**src/rtl/pipe_ctrl.sv**
```systemverilog
// pipe_ctrl: pipeline enable/flush sequencing with SRAM handshake, perf counters and timeout flag
module pipe_ctrl #(
   parameter int MEM_TIMEOUT = 64,
   parameter int CNT_W = 16
) (
   input  logic             clk,
   input  logic             rst_n,
   input  logic             Hazard_Stall,
   input  logic             Br_Taken,
   input  logic             Mem_R_En,
   input  logic             Mem_W_En,
   input  logic             SRAM_Ready,
   output logic             SRAM_Req,
   output logic             PC_En,
   output logic             IF_ID_En,
   output logic             IF_ID_Flush,
   output logic             ID_EXE_En,
   output logic             ID_EXE_Flush,
   output logic             EXE_MEM_En,
   output logic             MEM_WB_En,
   output logic             Freeze,
   output logic             Mem_Error,
   output logic [CNT_W-1:0] Stall_Cnt,
   output logic [CNT_W-1:0] Freeze_Cnt,
   output logic [CNT_W-1:0] Flush_Cnt
);
   localparam int WW = $clog2(MEM_TIMEOUT);
   typedef enum logic {S_RUN, S_WAIT} state_t;
   state_t state, state_nx;
   logic [WW-1:0] wait_cnt, wait_nx;
   logic mem_op, timeout, err_set, stall;
   assign mem_op = Mem_R_En | Mem_W_En;
   assign timeout = wait_cnt == WW'(MEM_TIMEOUT - 1);
   // state and wait counter; reset aborts any access in flight
   always_ff @(posedge clk or negedge rst_n) begin
      if (!rst_n) begin
         state <= S_RUN;
         wait_cnt <= '0;
      end else begin
         state <= state_nx;
         wait_cnt <= wait_nx;
      end
   end
   // next state, request and freeze; timeout releases the pipeline like a Ready but drops the access
   always_comb begin
      state_nx = state;
      wait_nx = wait_cnt;
      err_set = 1'b0;
      Freeze = 1'b0;
      SRAM_Req = 1'b0;
      if (state == S_RUN) begin
         if (mem_op) begin
            Freeze = 1'b1;
            state_nx = S_WAIT;
            wait_nx = '0;
         end
      end else begin
         SRAM_Req = 1'b1;
         if (SRAM_Ready || timeout) begin
            state_nx = S_RUN;
            err_set = !SRAM_Ready;
         end else begin
            Freeze = 1'b1;
            wait_nx = wait_cnt + WW'(1);
         end
      end
   end
   // stage controls, priority Freeze > Hazard_Stall > Br_Taken
   always_comb begin
      stall = !Freeze && Hazard_Stall;
      PC_En = !Freeze && !Hazard_Stall;
      IF_ID_En = !Freeze && !Hazard_Stall;
      IF_ID_Flush = !Freeze && !Hazard_Stall && Br_Taken;
      ID_EXE_En = !Freeze;
      ID_EXE_Flush = stall;
      EXE_MEM_En = !Freeze;
      MEM_WB_En = !Freeze;
   end
   // sticky timeout flag and saturating performance counters
   always_ff @(posedge clk or negedge rst_n) begin
      if (!rst_n) begin
         Mem_Error <= 1'b0;
         Stall_Cnt <= '0;
         Freeze_Cnt <= '0;
         Flush_Cnt <= '0;
      end else begin
         if (err_set) Mem_Error <= 1'b1;
         if (ID_EXE_Flush && !(&Stall_Cnt)) Stall_Cnt <= Stall_Cnt + CNT_W'(1);
         if (Freeze && !(&Freeze_Cnt)) Freeze_Cnt <= Freeze_Cnt + CNT_W'(1);
         if (IF_ID_Flush && !(&Flush_Cnt)) Flush_Cnt <= Flush_Cnt + CNT_W'(1);
      end
   end
endmodule

```
**config.mk**
```make
export PLATFORM = sky130hd
export DESIGN_NAME = pipe_ctrl
export DESIGN_NICKNAME = d
export VERILOG_FILES = /design/src/rtl/pipe_ctrl.sv
export SDC_FILE = /design/constraint.sdc
export NUM_CORES = 1
export LEC_CHECK = 0
export CELL_PAD_IN_SITES_DETAIL_PLACEMENT = 2
export CELL_PAD_IN_SITES_GLOBAL_PLACEMENT = 2
export CORE_ASPECT_RATIO = 1.1
export CORE_MARGIN = 10
export CORE_UTILIZATION = 34
export DETAILED_ROUTE_END_ITERATION = 10
export PLACE_DENSITY_LB_ADDON = 0.15
export SYNTH_ARGS = -nofsm -noshare
export SYNTH_HDL_FRONTEND = slang
export SYNTH_SLANG_ARGS = --single-unit
export TNS_END_PERCENT = 5
```
**constraint.sdc**
```tcl
create_clock -name clk -period 5.9 [get_ports clk]
set_input_delay 0.885 -clock clk [delete_from_list [all_inputs] [get_ports clk]]
set_output_delay 0.885 -clock clk [all_outputs]
set_load 0.02 [all_outputs]
```
==> results.md <==
| Stage | Metric | Reported |
| --- | --- | --- |
| sta | Setup Viol. Count Final | 0 |
| clocking | Number of instances resized during post-cts repair | 0 |
| sta | RSZ-0062 raised after global routing | false |
| synthesis | Share of the synthesized area in compound gates (AO/OA/AOI/OAI) | 3.92% |
| synthesis | Area fraction of the dominant cell type after synthesis | 51.6% |
| clocking | CTS tree | built |
| worst setup path | Slowest library cell on the worst path | sky130_fd_sc_hd__clkdlybuf4s50_1 |
| sta | Max Slew Vio Count | 0 |
| sta | Minimum clock period | 3.72 ns |
| clocking | Num CTS Buffers | 5 |
| worst setup path | Reg2reg setup slack | 3.45 ns |
| synthesis | Nets in the synthesized netlist | 254 |
| routing | Average via count per standard cell | 5.05 |
| routing | Total via count in the routed design | 2112 |
| layout | Antenna diode count | 0 |
| worst setup path | Delay of the slowest cell on the worst path | 0.60 ns |
| layout | Fraction of layout instances using a drive strength above 1 | 8.06% |
| synthesis | Top_reg_cell synth | sky130_fd_sc_hd__dfrtp_1 |
| floorplanning | Die Y-Extent | 114 um |
| global route | Number of global-route vias before repair | 2371 |
| synthesis | Combinational family with the most area after synthesis | simple AND/OR/NAND/NOR gates |
| worst setup path | Worst path cell trace | clkdlybuf4s50_1 > nand2b_1 > a32oi_2 > inv_2 > clkdlybuf4s50_1 |
| synthesis | Count of flip-flops with a built-in enable after synthesis | 0 |
| place | Worst slack at placement | 2.14 ns |
| power | Seq pwr share | 46.5% |
| synthesis | Cell type contributing the most total cell area after synthesis | sky130_fd_sc_hd__dfrtp_1 |
| floorplanning | IO Pins | 65 |
| layout | Filler cell count in the final layout | 863 |
| worst setup path | Largest driver fanout on the critical path | 8 |
| sta | Slew Limit Headroom | 50.3% |
| sta | Hold Worst Slack | 0.488 ns |
| floorplanning | Initial standard-cell utilization of the core | 34.7% |
| synthesis | Adder and majority cell fraction of the synthesized area | 1.84% |
| clocking | Setup repair bufs after CTS | 0 |
| power | Clock share of power | 18.5% |
| synthesis | Netlist Area Pre-Place | 0.00272 mm^2 |
| sta | Crit path setup slack, layout | 2.18 ns |
| clocking | Skew-Pair Late Insertion Delay | 0.30 ns |
| worst hold path | Hold Path Origin | Mem_Error$_DFFE_PN0P_ |
| worst setup path | Worst R2R Path Depth | 6 |
| synthesis | Number of flip-flops and latches in the synthesized netlist | 56 |
| sta | Sum Neg Setup Slack | 0 ns |
| place | Count of buffers inserted at the top-level ports | 64 |
| floorplanning | Full die area | 0.0120 mm^2 |
| global route | Remaining global-route overflow | 0 |
| global route | Total routing usage reported by global routing | 12.9% |
| sta | Clock tree skew after final layout | 0.00619 ns |
| worst hold path | Worst min-delay path category | reg -> reg |
| sta | Worst Tran Pin Value | 0.745 ns |
| routing | Post-route antenna net violation count | 0 |
| clocking | Register clock-pin slew on the reported worst setup and hold paths | 0.10 ns |
| synthesis | Async set-or-reset flop fraction in the synthesized netlist | 100% |
| worst setup path | Endpoint required time on the critical path | 5.02 ns |
| worst hold path | Worst min-delay path endpoint | Mem_Error$_DFFE_PN0P_ |
| routing | Initial detailed-routing violation count | 38 |
| synthesis | Synthesized instance count | 243 |
| synthesis | Total of warnings raised by yosys | 0 |
| synthesis | Post-synth cell types | 41 |
| power | Cell leakage power | 1.46 nW |
| power | Logic gate share of total power | 35.0% |
| worst setup path | Arr. time, crit path | 2.83 ns |
| power | Maximum VDD drop | 0.000189 V |
| worst setup path | Startpoint type of the worst setup path | primary input |
| clocking | H-tree level count | 2 |
| global route | Global-route wire length before repair | 12800 um |
| power | Cell-internal power | 0.749 mW |
| floorplanning | Core region area | 0.00783 mm^2 |
| synthesis | Sequential share of the synthesized area | 51.6% |
| run | Max-Cap Viols | 0 |
| global route | Pin count of the biggest net entering global routing | 57 |
| synthesis | Cells taking the most area after synthesis | sky130_fd_sc_hd__dfrtp_1 (52%), sky130_fd_sc_hd__xnor2_1 (11%), sky130_fd_sc_hd__nand4_1 (4.1%), sky130_fd_sc_hd__nand3_1 (3.7%), sky130_fd_sc_hd__mux2_2 (2.9%) |
| worst setup path | Class of the most critical setup path | in -> out |
| synthesis | XOR/XNOR Fraction of Synth Area | 13.5% |
| layout | Final nets | 320 |
| worst setup path | RR Endpoint | Freeze_Cnt[1]$_DFFE_PN0P_ |
| floorplanning | Standard-cell rows | 34 |
| synthesis | Multiplexer share of the synthesized area | 3.64% |
| sta | Endpoints failing hold | 0 |
| clocking | Hold bufs inserted after CTS | 0 |
| power | Power density over cell area | 334 mW/mm^2 |
| clocking | Worst-case clock buffer depth | 2 |
| floorplanning | Horiz. Die Dim | 105 um |
| status | Outcome | finished clean |
| routing | Number of remaining DRC errors | 0 |
| layout | Area added between synthesis and finish | 30.3% |
| routing | Total detailed-routing wirelength | 7410 um |
| place | Final estimated routing congestion in global placement | 0.767 |
| sta | Final Cycle Share | 63.0% |
| worst setup path | Cell occurring most often along the worst timing path | sky130_fd_sc_hd__clkdlybuf4s50_1 |
| routing | Number of detailed-route iterations in the first pass | 4 |
| routing | Routed wire per std cell | 17.7 um |
| worst setup path | R2R Path Start | wait_cnt[0]$_DFFE_PN0P_ |
| clocking | Root Buffer | sky130_fd_sc_hd__clkbuf_8 |
| sta | Top achievable clock speed | 269 MHz |
| global route | Antenna violations before repair | 0 |
| synthesis | Synth Area per Inst | 11.2 um^2 |
| worst hold path | Hold Path Depth | 1 |
| synthesis | Synthesized-area fraction occupied by and/or/nand/nor cells | 22.9% |
| power | Switching power summed over all nets | 0.433 mW |
| power | Switching fraction of total power | 36.6% |
| worst setup path | Sort of element at the end of the critical path | output port |
| place | Post-detail-place hpwl | 5610 um |
| clocking | Sink Count | 56 |
[placed cells by master (no fill, tap or decap), drive strengths merged, types with 2 or more instances in the layout]
cell and instances:
nand4 18, nor2 11, dfrtp 56, inv 6
clkbuf 8, xor2 9, and2 4, nand3 20
nor3 4, or4 3, mux2i 2, nand2 16
or3 2, buf 2, and4 6, and3 12
ha 4, mux2 7, nand2b 5, nor4 3
xnor2 33, a21oi 2, clkdlybuf4s50 63, o21bai 2
[cell type report]
| class | count | area, um^2 | area share [%] |
|---|---|---|---|
| Clock buffer | 8 | 90.1 | 2.55 |
| Inverter | 6 | 22.5 | 0.636 |
| Multi-Input combinational cell | 175 | 1250 | 35.2 |
| Sequential cell | 56 | 1400 | 39.6 |
| Tap cell | 108 | 135 | 3.82 |
| Timing Repair Buffer | 65 | 643 | 18.2 |
[flip-flops by register name (all words and copies together), names as in the netlist]
name	cells
Mem_Error	1
wait_cnt	6
Freeze_Cnt	16
state	1
Stall_Cnt	16
Flush_Cnt	16
[power groups by stage]
stage / registers (mW) / clock network (mW) / logic (mW)
4_1_cts: 0.551 / 0.230 / 0.425
2_1_floorplan: 0.610 / 0 / 0.158
3_3_place_gp: 0.555 / 0 / 0.411
3_5_place_dp: 0.557 / 0 / 0.421
5_1_grt: 0.569 / 0.247 / 0.454
6_report: 0.549 / 0.219 / 0.414
[layer usage]
metal	vias to the layer above	share of wire [%]	global-route usage (%)
met3	4	5.5	3.89
met5	-	0	0
met2	40	51	22.1
met4	0	0.69	3.57
li1	990	-	-
met1	1078	43	15.2
[cell usage after synthesis (all sizes together) (4+ instances only)]
| cell | number |
|---|---|
| xnor2 | 33 |
| inv | 6 |
| buf | 5 |
| ha | 4 |
| nor2 | 11 |
| and3 | 12 |
| nand2b | 5 |
| nand4 | 18 |
| dfrtp | 56 |
| nand3 | 20 |
| nor3 | 4 |
| and4 | 6 |
| and2 | 4 |
| xor2 | 9 |
| nand2 | 16 |
| mux2 | 7 |
[how the worst max path moves through the flow]
stage              endpoint       start  cells past startpoint  slack (ns)
2_1_floorplan         PC_En  SRAM_Ready                      4        3.00
3_3_place_gp   ID_EXE_Flush  SRAM_Ready                      6        2.23
3_5_place_dp      ID_EXE_En  SRAM_Ready                      5        2.14
4_1_cts           ID_EXE_En  SRAM_Ready                      5        2.10
5_1_grt           ID_EXE_En  SRAM_Ready                      5        2.06
6_report          ID_EXE_En  SRAM_Ready                      5        2.18
[critical path, delay by kind of cell]
family / cells / cell delay, ns
and+or+nand+nor: 1 / 0.23
buffers and inverters: 3 / 1.21
AOI/OAI and AO/OA: 1 / 0.49
[kinds of logic (layout without fill, tap and decap cells)]
logic type / Yosys count / after routing
and+or+nand+nor: 109 / 109
muxes: 9 / 9
xor gates and xnor gates: 42 / 42
AOI/OAI and AO/OA: 11 / 11
adders and majority gates: 4 / 4
buffers and inverters: 12 / 79
DFF: 56 / 56
[stage by stage]
step           utilization [%]  cell area (um^2)  total power, mW  std cells
6_report                  45.2              3540             1.18        418
3_5_place_dp              44.1              3450            0.979        410
3_3_place_gp              44.1              3450            0.967        410
4_1_cts                   45.2              3540             1.21        418
2_1_floorplan                -              2720            0.768        243
5_1_grt                   45.2              3540             1.27        418
No activity file was read; power rests on OpenSTA's default activity.
